$ cat src/rtl/pipeline_stage_skid.sv
// Valid/ready pipeline register with a 2-entry skid buffer, registered in_ready, and synchronous flush.
// 1-cycle latency; in_ready drops only when the skid entry is occupied. Optional counters under PIPE_STAGE_STATS_EN.
module pipeline_stage_skid #(
  parameter int DATA_W     = 64,
  parameter bit CLEAR_DATA = 1'b1,
  parameter int CNT_W      = 16
) (
  input  logic              CLK,
  input  logic              nRST,
  input  logic              flush,
  input  logic              in_valid,
  output logic              in_ready,
  input  logic [DATA_W-1:0] in_data,
  output logic              out_valid,
  input  logic              out_ready,
  output logic [DATA_W-1:0] out_data
`ifdef PIPE_STAGE_STATS_EN
  ,
  output logic [CNT_W-1:0]  stall_cnt,
  output logic [CNT_W-1:0]  squash_cnt
`endif
);

  typedef enum logic [1:0] {EMPTY = 2'd0, ONE = 2'd1, TWO = 2'd2} state_e;

  state_e            state_q, state_d;
  logic [DATA_W-1:0] main_q, main_d;
  logic [DATA_W-1:0] skid_q, skid_d;

  always_ff @(posedge CLK or negedge nRST) begin
    if (!nRST) state_q <= EMPTY;
    else       state_q <= state_d;
  end

  // Payload registers only take a reset when they are meant to be cleared.
  generate
    if (CLEAR_DATA) begin : g_data_rst
      always_ff @(posedge CLK or negedge nRST) begin
        if (!nRST) begin
          main_q <= '0;
          skid_q <= '0;
        end else begin
          main_q <= main_d;
          skid_q <= skid_d;
        end
      end
    end else begin : g_data_nrst
      always_ff @(posedge CLK) begin
        main_q <= main_d;
        skid_q <= skid_d;
      end
    end
  endgenerate

  always_comb begin
    state_d = state_q;
    main_d  = main_q;
    skid_d  = skid_q;
    if (flush) begin
      state_d = EMPTY;
      if (CLEAR_DATA) begin
        main_d = '0;
        skid_d = '0;
      end
    end else begin
      case (state_q)
        EMPTY: begin
          if (in_valid) begin
            state_d = ONE;
            main_d  = in_data;
          end
        end
        ONE: begin
          if (in_valid && out_ready) begin
            main_d = in_data;
          end else if (out_ready) begin
            state_d = EMPTY;
          end else if (in_valid) begin
            state_d = TWO;
            skid_d  = in_data;
          end
        end
        TWO: begin
          if (out_ready) begin
            state_d = ONE;
            main_d  = skid_q;
          end
        end
        default: state_d = EMPTY;
      endcase
    end
  end

  // Both handshake outputs decode straight from the state flops, so no input-to-ready path exists.
  always_comb begin
    out_valid = (state_q != EMPTY);
    in_ready  = (state_q != TWO);
    out_data  = main_q;
  end

`ifdef PIPE_STAGE_STATS_EN
  logic [CNT_W-1:0] stall_q, stall_d;
  logic [CNT_W-1:0] squash_q, squash_d;
  logic [1:0]       n_held;
  logic [CNT_W:0]   squash_sum;

  always_ff @(posedge CLK or negedge nRST) begin
    if (!nRST) begin
      stall_q  <= '0;
      squash_q <= '0;
    end else begin
      stall_q  <= stall_d;
      squash_q <= squash_d;
    end
  end

  always_comb begin
    n_held     = (state_q == TWO) ? 2'd2 : ((state_q == ONE) ? 2'd1 : 2'd0);
    squash_sum = {1'b0, squash_q} + {{(CNT_W-1){1'b0}}, n_held};
    stall_d    = stall_q;
    squash_d   = squash_q;
    if (out_valid && !out_ready && (stall_q != {CNT_W{1'b1}}))
      stall_d = stall_q + {{(CNT_W-1){1'b0}}, 1'b1};
    if (flush)
      squash_d = squash_sum[CNT_W] ? {CNT_W{1'b1}} : squash_sum[CNT_W-1:0];
  end

  assign stall_cnt  = stall_q;
  assign squash_cnt = squash_q;
`endif

endmodule
$ cat config.mk
export PLATFORM = sky130hd
export DESIGN_NAME = pipeline_stage_skid
export DESIGN_NICKNAME = d
export VERILOG_FILES = /design/src/rtl/pipeline_stage_skid.sv
export SDC_FILE = /design/constraint.sdc
export NUM_CORES = 1
export LEC_CHECK = 0
export ABC_AREA = 1
export CAP_MARGIN = 20
export CORE_ASPECT_RATIO = 0.6
export CORE_MARGIN = 10
export CORE_UTILIZATION = 50
export DETAILED_ROUTE_END_ITERATION = 6
export GPL_ROUTABILITY_DRIVEN = 0
export PLACE_DENSITY = 0.89
export SLEW_MARGIN = 20
export SYNTH_ARGS = -nofsm -noshare
export SYNTH_HDL_FRONTEND = slang
export SYNTH_SLANG_ARGS = --single-unit
$ cat constraint.sdc
create_clock -name CLK -period 1.9 [get_ports CLK]
set_clock_uncertainty 0.05 [all_clocks]
set_input_delay 0.38 -clock CLK [delete_from_list [all_inputs] [get_ports CLK]]
set_output_delay 0.38 -clock CLK [all_outputs]
set_load 0.01 [all_outputs]
Word level (Yosys, flattened, before mapping)
Index checks and enable logic that the tools add are counted.
{"block": "classes", "n_eq_ne": 10, "n_mux": 16, "n_reduce_logical": 9}
{"op": "2-to-1 mux 64 bit", "count": 8}
{"op": "one-hot mux 64 bit (3 select lines)", "count": 1}
{"op": "2-to-1 mux 2 bit", "count": 6}
{"op": "!= test 3 bit, second input constant", "count": 4}
{"op": "AND reduction 4 bit", "count": 3}
{"op": "!= test 2 bit, second input constant", "count": 3}
{"op": "one-hot mux 2 bit (3 select lines)", "count": 1}
{"op": "nonzero test 2 bit", "count": 3}
{"op": "!= test 4 bit, second input constant", "count": 1}
{"op": "nonzero test 4 bit", "count": 1}
{"op": "== test 2 x 1 -> 1 bit, second input constant", "count": 1}
{"op": "== test 2 bit, second input constant", "count": 1}
{"op": "logical NOT 2 bit", "count": 1}
{"op": "logical AND 1 bit", "count": 1}
{"block": "totals", "regBits": 130, "inputBits": 69, "output_inout_bits": 66, "wordCells": 38}

Longest topological paths before layout
Gate-level depths: netlist of the first run.
{"block": "depth", "depth_word": 5, "depth_mapped": 8, "depth_no_buf": 7}

Least setup slack after synthesis of the first run
No wires, ideal clock.
{"block": "synth_path", "path_type": "input -> register", "startpoint": "in flush", "endpoint": "reg main_q[0], in the netlist out_data[0]", "setup_time_ns": 0.117, "t_arrival_ns": 1.199, "required_time_ns": 1.733, "path_slack_ns": 0.534, "cell_stages": 8, "path_cell_list": "buf_4 -> nor2_1 -> inv_1 -> nor2_1 -> nor2_4 -> buf_6 -> nand2_1 -> nand2_1"}
{"block": "synth_between", "elab_chain_cells": 2, "word_cells_on_any_way": 6, "cone_classes": "3 x eq/ne; 1 x mux; 2 x reduce/logical"}
{"element": "from (decl)", "line_no": "10", "text": "input logic flush,"}
{"element": "!= test 3 bit (no line) or nonzero test 4 bit (tied branches)"}
{"element": "AND reduction 4 bit (no line)"}
{"element": "to (signal assigned)", "line_no": "43", "text": "main_q <= main_d;"}
{"element": "to (decl)", "line_no": "27", "text": "logic [DATA_W-1:0] main_q, main_d;"}
Several ways; a longest one is shown, not always the timed one.
A chain may end at the register's enable or synchronous reset.

Final worst setup path of the first run
{"block": "layout_path", "startpoint": "reg state_q[1]", "endpoint": "out in_ready"}
{"block": "layout_between", "elab_chain_cells": 1}
{"element": "from (decl)", "line_no": "26", "text": "state_e state_q, state_d;"}
{"element": "from (signal assigned)", "line_no": "32", "text": "else state_q <= state_d;"}
{"element": "!= test 2 bit", "line_no": "97", "text": "in_ready = (state_q != TWO);"}
{"element": "to (decl)", "line_no": "12", "text": "output logic in_ready,"}
No other way between the ends.

==> impl_metrics.csv, run 1 <==
group,metric,value,unit
flow_run,cap_violations,0,
layout,multi_input_comb_area,2470,µm²
clocking,cts-root-buf,"clkbuf_16",
power,seqPwrFrac,41.5,%
timing,tightest_slew,0.519,ns
layout,drive_gt1_share,6.93,%
floorplan,start_util,52.2,%
grt,grt-ovfl-total,0,
setup_path,endpoint_kind,"output port",
timing,rsz0062_at_grt,"false",
grt,grt_pass1_vias,5792,
clocking,clock_sinks,130,
timing,postLayoutSetupSlackWorst,0.0756,ns
layout,antenna_cells,0,
placement,port_buffers,134,
detailed_routing,drt-total-wl,17800,µm
grt,grtUsageTotal,20.8,%
hold_path,min_path_type,"input pin to flop",
timing,tns,0,ns
floorplan,coreArea,11600,µm²
power,p_comb_share,18.4,%
floorplan,die_area,17000,µm²
power,swShare,28.2,%
logic_synthesis,synthCells,789,
clocking,h-tree-depth,4,
layout,final_cell_mix,"nand2_1, clkdlybuf4s50_1, dfrtp_1, nand3_1, a21oi_1",
timing,timing.fmax,548,MHz
grt,grt_first_pass_wirelength,29300,µm
timing,finalCriticalPeriod,1.82,ns
placement,dp_hpwl,11000,µm
setup_path,r2r_setup_slack,0.22,ns
timing,slew_viol_final,0,
grt,antenna_found_initial,0,
power,switchingPower,2.12,mW
power,clockPowerShare,40.1,%
detailed_routing,via_per_inst,5.32,
timing,setup_viol,0,
logic_synthesis,yosysWarnings,0,
timing,post-route-period-util,96.0,%
detailed_routing,final_antenna_net_count,0,
detailed_routing,routedWlPerCell,16.4,µm
clocking,clock_path_buffers,2,
clocking,clk_pin_slew,0.06,ns
logic_synthesis,avgSynthCellArea,7.65,µm²
layout,final_common_cell,"nand2_1",
detailed_routing,dr.pass1.iters,7,
floorplan,ios,135,
floorplan,die-height,105,µm
detailed_routing,drt_iter0_drc,518,
setup_path,critPathKind,"flop to output port",
power,ir_drop,0.683,mV
clocking,cts_buffers,17,
logic_synthesis,yosysSeqAreaShare,53.9,%
setup_path,cp_max_fo,5,
run_status,outcome,"finished with violations",
detailed_routing,post-route-drc-count,4,
timing,relSlewSlack,65.4,%
setup_path,required,1.47,ns
logic_synthesis,ys_seq_elements,130,
layout,nFillCells,910,
layout,nets,979,
floorplan,die_w,162,µm
grt,grt_max_degree,65,
layout,regArea,3250,µm²
clocking,clkLatencyLatePin,0.40,ns
logic_synthesis,synth_area,6040,µm²
setup_path,arrival,1.39,ns
logic_synthesis,yosysUniqueCellTypes,19,
timing,final-hold-violation-count,0,
power,powerDensity,927,nW/µm²
setup_path,cp-start-kind,"flop",
power,p_int,5.39,mW
clocking,tritoncts,"done",
layout,syn_to_final_growth,34.1,%
floorplan,rows,30,
placement,place_ws,0.0140,ns
power,p_leak,4.16,nW
logic_synthesis,synthesis.nets,858,
detailed_routing,vias,5760,
run_status,violations,"DRC",
==> cells in the mapped netlist <==
master | count | share of area [%]
nand2_2 | 1 | 0.10
nor2_1 | 5 | 0.31
o21ai_1 | 1 | 0.083
inv_1 | 4 | 0.25
nand3_2 | 1 | 0.17
nand3_1 | 65 | 5.4
buf_6 | 6 | 1.1
inv_2 | 2 | 0.12
a21oi_1 | 64 | 5.3
a31oi_1 | 1 | 0.10
a21oi_4 | 1 | 0.27
nor2_2 | 1 | 0.10
buf_2 | 38 | 3.2
nand2_1 | 456 | 28
o21ai_0 | 1 | 0.083
dfrtp_1 | 130 | 54
clkbuf_1 | 8 | 0.50
nor2_4 | 3 | 0.56
buf_4 | 1 | 0.12
==> repair_timing <==
item | CTS | global route
hold endpoints to repair | 41 | 0
setup endpoints to repair | 2 | 12
gates resized for setup | 2 | 1
hold buffers | 1 | 0
setup buffers | 1 | 0
==> per-layer routing <==
layer  vias to the layer above  GRT usage [%]  wire (µm)
li1                       2718              -          -
met1                      2749           26.3       7560
met2                       276           33.1       8220
met3                        17           7.72       1860
met4                         0           4.79        131
met5                         -              0          0
==> power by group through the flow <==
stage	registers (mW)	logic, mW	clock network [mW]
floorplan	3.22	0.549	0
global placement	3.15	1.35	0
detailed placement	3.16	1.38	0
CTS	3.11	1.39	3.03
global route	3.14	1.51	3.16
finish	3.12	1.38	3.01
==> final timing paths <==
kind | from | endpoint | cells after the start
hold reg to reg | skid_q[16] | skid_q[16] | 2
hold / removal | flush | state_q[0] | 4
setup / recovery | state_q[1] | in_ready | 3
setup reg to reg | state_q[1] | out_data[38] | 7
min in group asynchronous | nRST | out_data[40] | 2
max in group asynchronous | nRST | skid_q[24] | 3
==> cell families (layout without fill, tap and decap cells) <==
family / after synthesis / after routing / synth area share [%]
buffers and inverters: 59 / 193 / 5.27
flip-flops: 130 / 130 / 53.9
AND/OR/NAND/NOR: 532 / 532 / 35.0
AO/OA/AOI/OAI: 68 / 68 / 5.85
==> stage by stage <==
step	area (µm²)	total power, mW	utilization, %	cells	hold slack [ns]
after floorplan	6040	3.77	-	789	0.0344
after detailed placement	7520	4.54	65.1	1049	0.279
after global routing	8100	7.81	70.0	1083	0.365
after global placement	7520	4.51	65.1	1049	0.281
final	8100	7.51	70.0	1083	0.350
after CTS	8090	7.54	70.0	1083	0.338
==> critical path: stages (launching register included) <==
cell	delay, ns
dfrtp_2	0.42
buf_4	0.16
nand2_2	0.07
dlygate4sd2_1	0.34
==> registers in the layout, indices dropped and copies added (netlist names) <==
| name | count |
|---|---|
| out_data | 64 |
| skid_q | 64 |
| state_q | 2 |
==> layout make-up <==
type | instances | share of cell area, %
clock inverters | 11 | 1.00
inverters | 6 | 0.278
flip-flops and latches | 130 | 40.2
well taps | 160 | 2.47
clock buffers | 21 | 5.81
multi-input cells | 600 | 30.5
repair buffers | 155 | 19.8
(Power assumes the default switching activity.)
==> run 2: changes to the inputs <==
clock period = 1.7 ns   (was 1.9 ns; I/O delays follow)
==> run 2 against run 1 <==
Net effect:
- the flow now finishes without violations
- total power is 20% higher
- clock power rose by 36%
- register-to-register slack got worse by 0.04 ns
- via count shrank 0.21%
- global-route usage is 0.24 points lower
- die area unchanged
- sequential power increased by 11%
- first-iteration DRC count grew 1.4%
- largest cell class unchanged
==> impl_metrics.csv, run 2 (synthesis gave the netlist of run 1 again) <==
group,metric,value,unit
run_status,outcome,"finished, final reports clean",
clocking,clkLatencyLatePin,0.41,ns
grt,antenna_found_initial,0,
timing,setup_viol,0,
clocking,clk_pin_slew,0.06,ns
clocking,clock_sinks,130,
placement,dpl.cell_count,1054,
placement,place_ws,-0.121,ns
placement,port_buffers,134,
timing,final-hold-violation-count,0,
floorplan,die_w,162,µm
grt,grt_first_pass_wirelength,28800,µm
setup_path,cp_max_fo,5,
setup_path,r2r_setup_slack,0.18,ns
setup_path,crit_start,"state_q[1]",
hold_path,min_to,"state_q[0]",
hold_path,min_path_type,"input pin to flop",
floorplan,rows,30,
grt,grtUsageTotal,20.5,%
layout,final_common_cell,"nand2_1",
detailed_routing,drt_iter0_drc,525,
timing,slew_viol_final,0,
detailed_routing,dr.pass1.iters,6,
setup_path,cp-start-kind,"flop",
clocking,tritoncts,"done",
setup_path,arrival,1.24,ns
floorplan,ios,135,
detailed_routing,vias,5748,
floorplan,start_util,52.2,%
grt,grt_util_met3,7.99,%
layout,drive_gt1_share,7.75,%
grt,grt_max_degree,65,
hold_path,hp-start,"flush",
setup_path,r2r_end,"out_data[59]",
placement,dp_hpwl,11200,µm
timing,post-route-period-util,96.1,%
detailed_routing,via_per_inst,5.28,
grt,met1_usage,26.4,%
layout,antenna_cells,0,
setup_path,required,1.31,ns
timing,whs,0.293,ns
floorplan,die-height,105,µm
setup_path,endpoint_kind,"output port",
grt,met2_usage,31.8,%
grt,grt_busiest_layer,"met2",
grt,grt_pass1_vias,5618,
layout,stdcell_count,1089,
layout,nets,985,
timing,timing.fmax,612,MHz
detailed_routing,routedWlPerCell,16.0,µm
layout,syn_to_final_growth,36.3,%
setup_path,worst-r2r-cell-count,8,
flow_run,cap_violations,0,
setup_path,critPathKind,"flop to output port",
timing,finalCriticalPeriod,1.63,ns
floorplan,die_area,17000,µm²
power,ir_drop,0.829,mV
timing,tightest_slew,0.390,ns
clocking,cts-root-buf,"clkbuf_16",
floorplan,coreArea,11600,µm²
grt,grt-ovfl-total,0,
timing,rsz0062_at_grt,"false",
detailed_routing,final_antenna_net_count,0,
timing,postLayoutSetupSlackWorst,0.0666,ns
timing,relSlewSlack,74.0,%
clocking,h-tree-depth,4,
clocking,cts_buffers,17,
detailed_routing,drt-total-wl,17400,µm
hold_path,min_delay_path_depth,4,
power,powerDensity,1100,nW/µm²
setup_path,rr_startpoint,"state_q[0]",
clocking,clock_path_buffers,2,
power,p_leak,4.50,nW
detailed_routing,post-route-drc-count,0,
layout,final_cell_mix,"nand2_1, dfrtp_1, clkdlybuf4s50_1, nand3_1, a21oi_1",
## run 2: area by class of cell
cell class | instances | area, µm²
tap | 160 | 200
timing repair buffer | 161 | 1610
sequential | 130 | 3250
multi-input combinational | 600 | 2470
inverter | 6 | 22.5
clock buffer | 20 | 467
clock inverter | 12 | 203
fill | 936 | 3340
## run 2: how the worst max path moves through the flow
stage               cells past startpoint  slack (ns)      endpoint
finish                                  3        0.07      in_ready
global route                            3        0.02      in_ready
CTS                                     1       0.001  out_data[30]
detailed placement                      8       -0.12    skid_q[42]
global placement                        7       -0.06  out_data[17]
floorplan                               8        0.36    skid_q[10]
## run 2: worst max-delay path, cell delays in order (launching register included)
cell     delay [ns]
dfrtp_2        0.41
buf_4          0.16
nand2_2        0.09
buf_2          0.16
## run 2: metal layers
layer / part of all wire (%) / routed length (µm) / up-vias
met1: 44 / 7620 / 2724
met3: 10 / 1750 / 16
met2: 45 / 7910 / 274
met4: 0.75 / 131 / 0
li1: - / - / 2734
met5: 0 / 0 / -
## run 2: per-stage QoR
stage	TNS [ns]	total power, mW	util, %	area [µm²]
detailed placement	-9.47	5.09	65.7	7600
CTS	0	9.07	71.0	8210
global route	0	9.37	71.1	8220
floorplan	0	4.21	-	6040
finish	0	9.02	71.1	8220
global placement	-6.18	5.06	65.7	7600
## run 2: timing repair
| item | in CTS | in global routing |
|---|---|---|
| hold buffers | 1 | 0 |
| setup buffers | 2 | 0 |
| resized for setup | 65 | 5 |
| hold endpoints to repair | 26 | 0 |
| setup endpoints to repair | 62 | 5 |
## run 2: where the power goes
part           switching [mW]  internal, mW  total (mW)  leakage, nW
clock network            1.38          2.72        4.10        0.315
logic                   0.844         0.600        1.44         2.44
registers               0.136          3.34        3.47         1.74
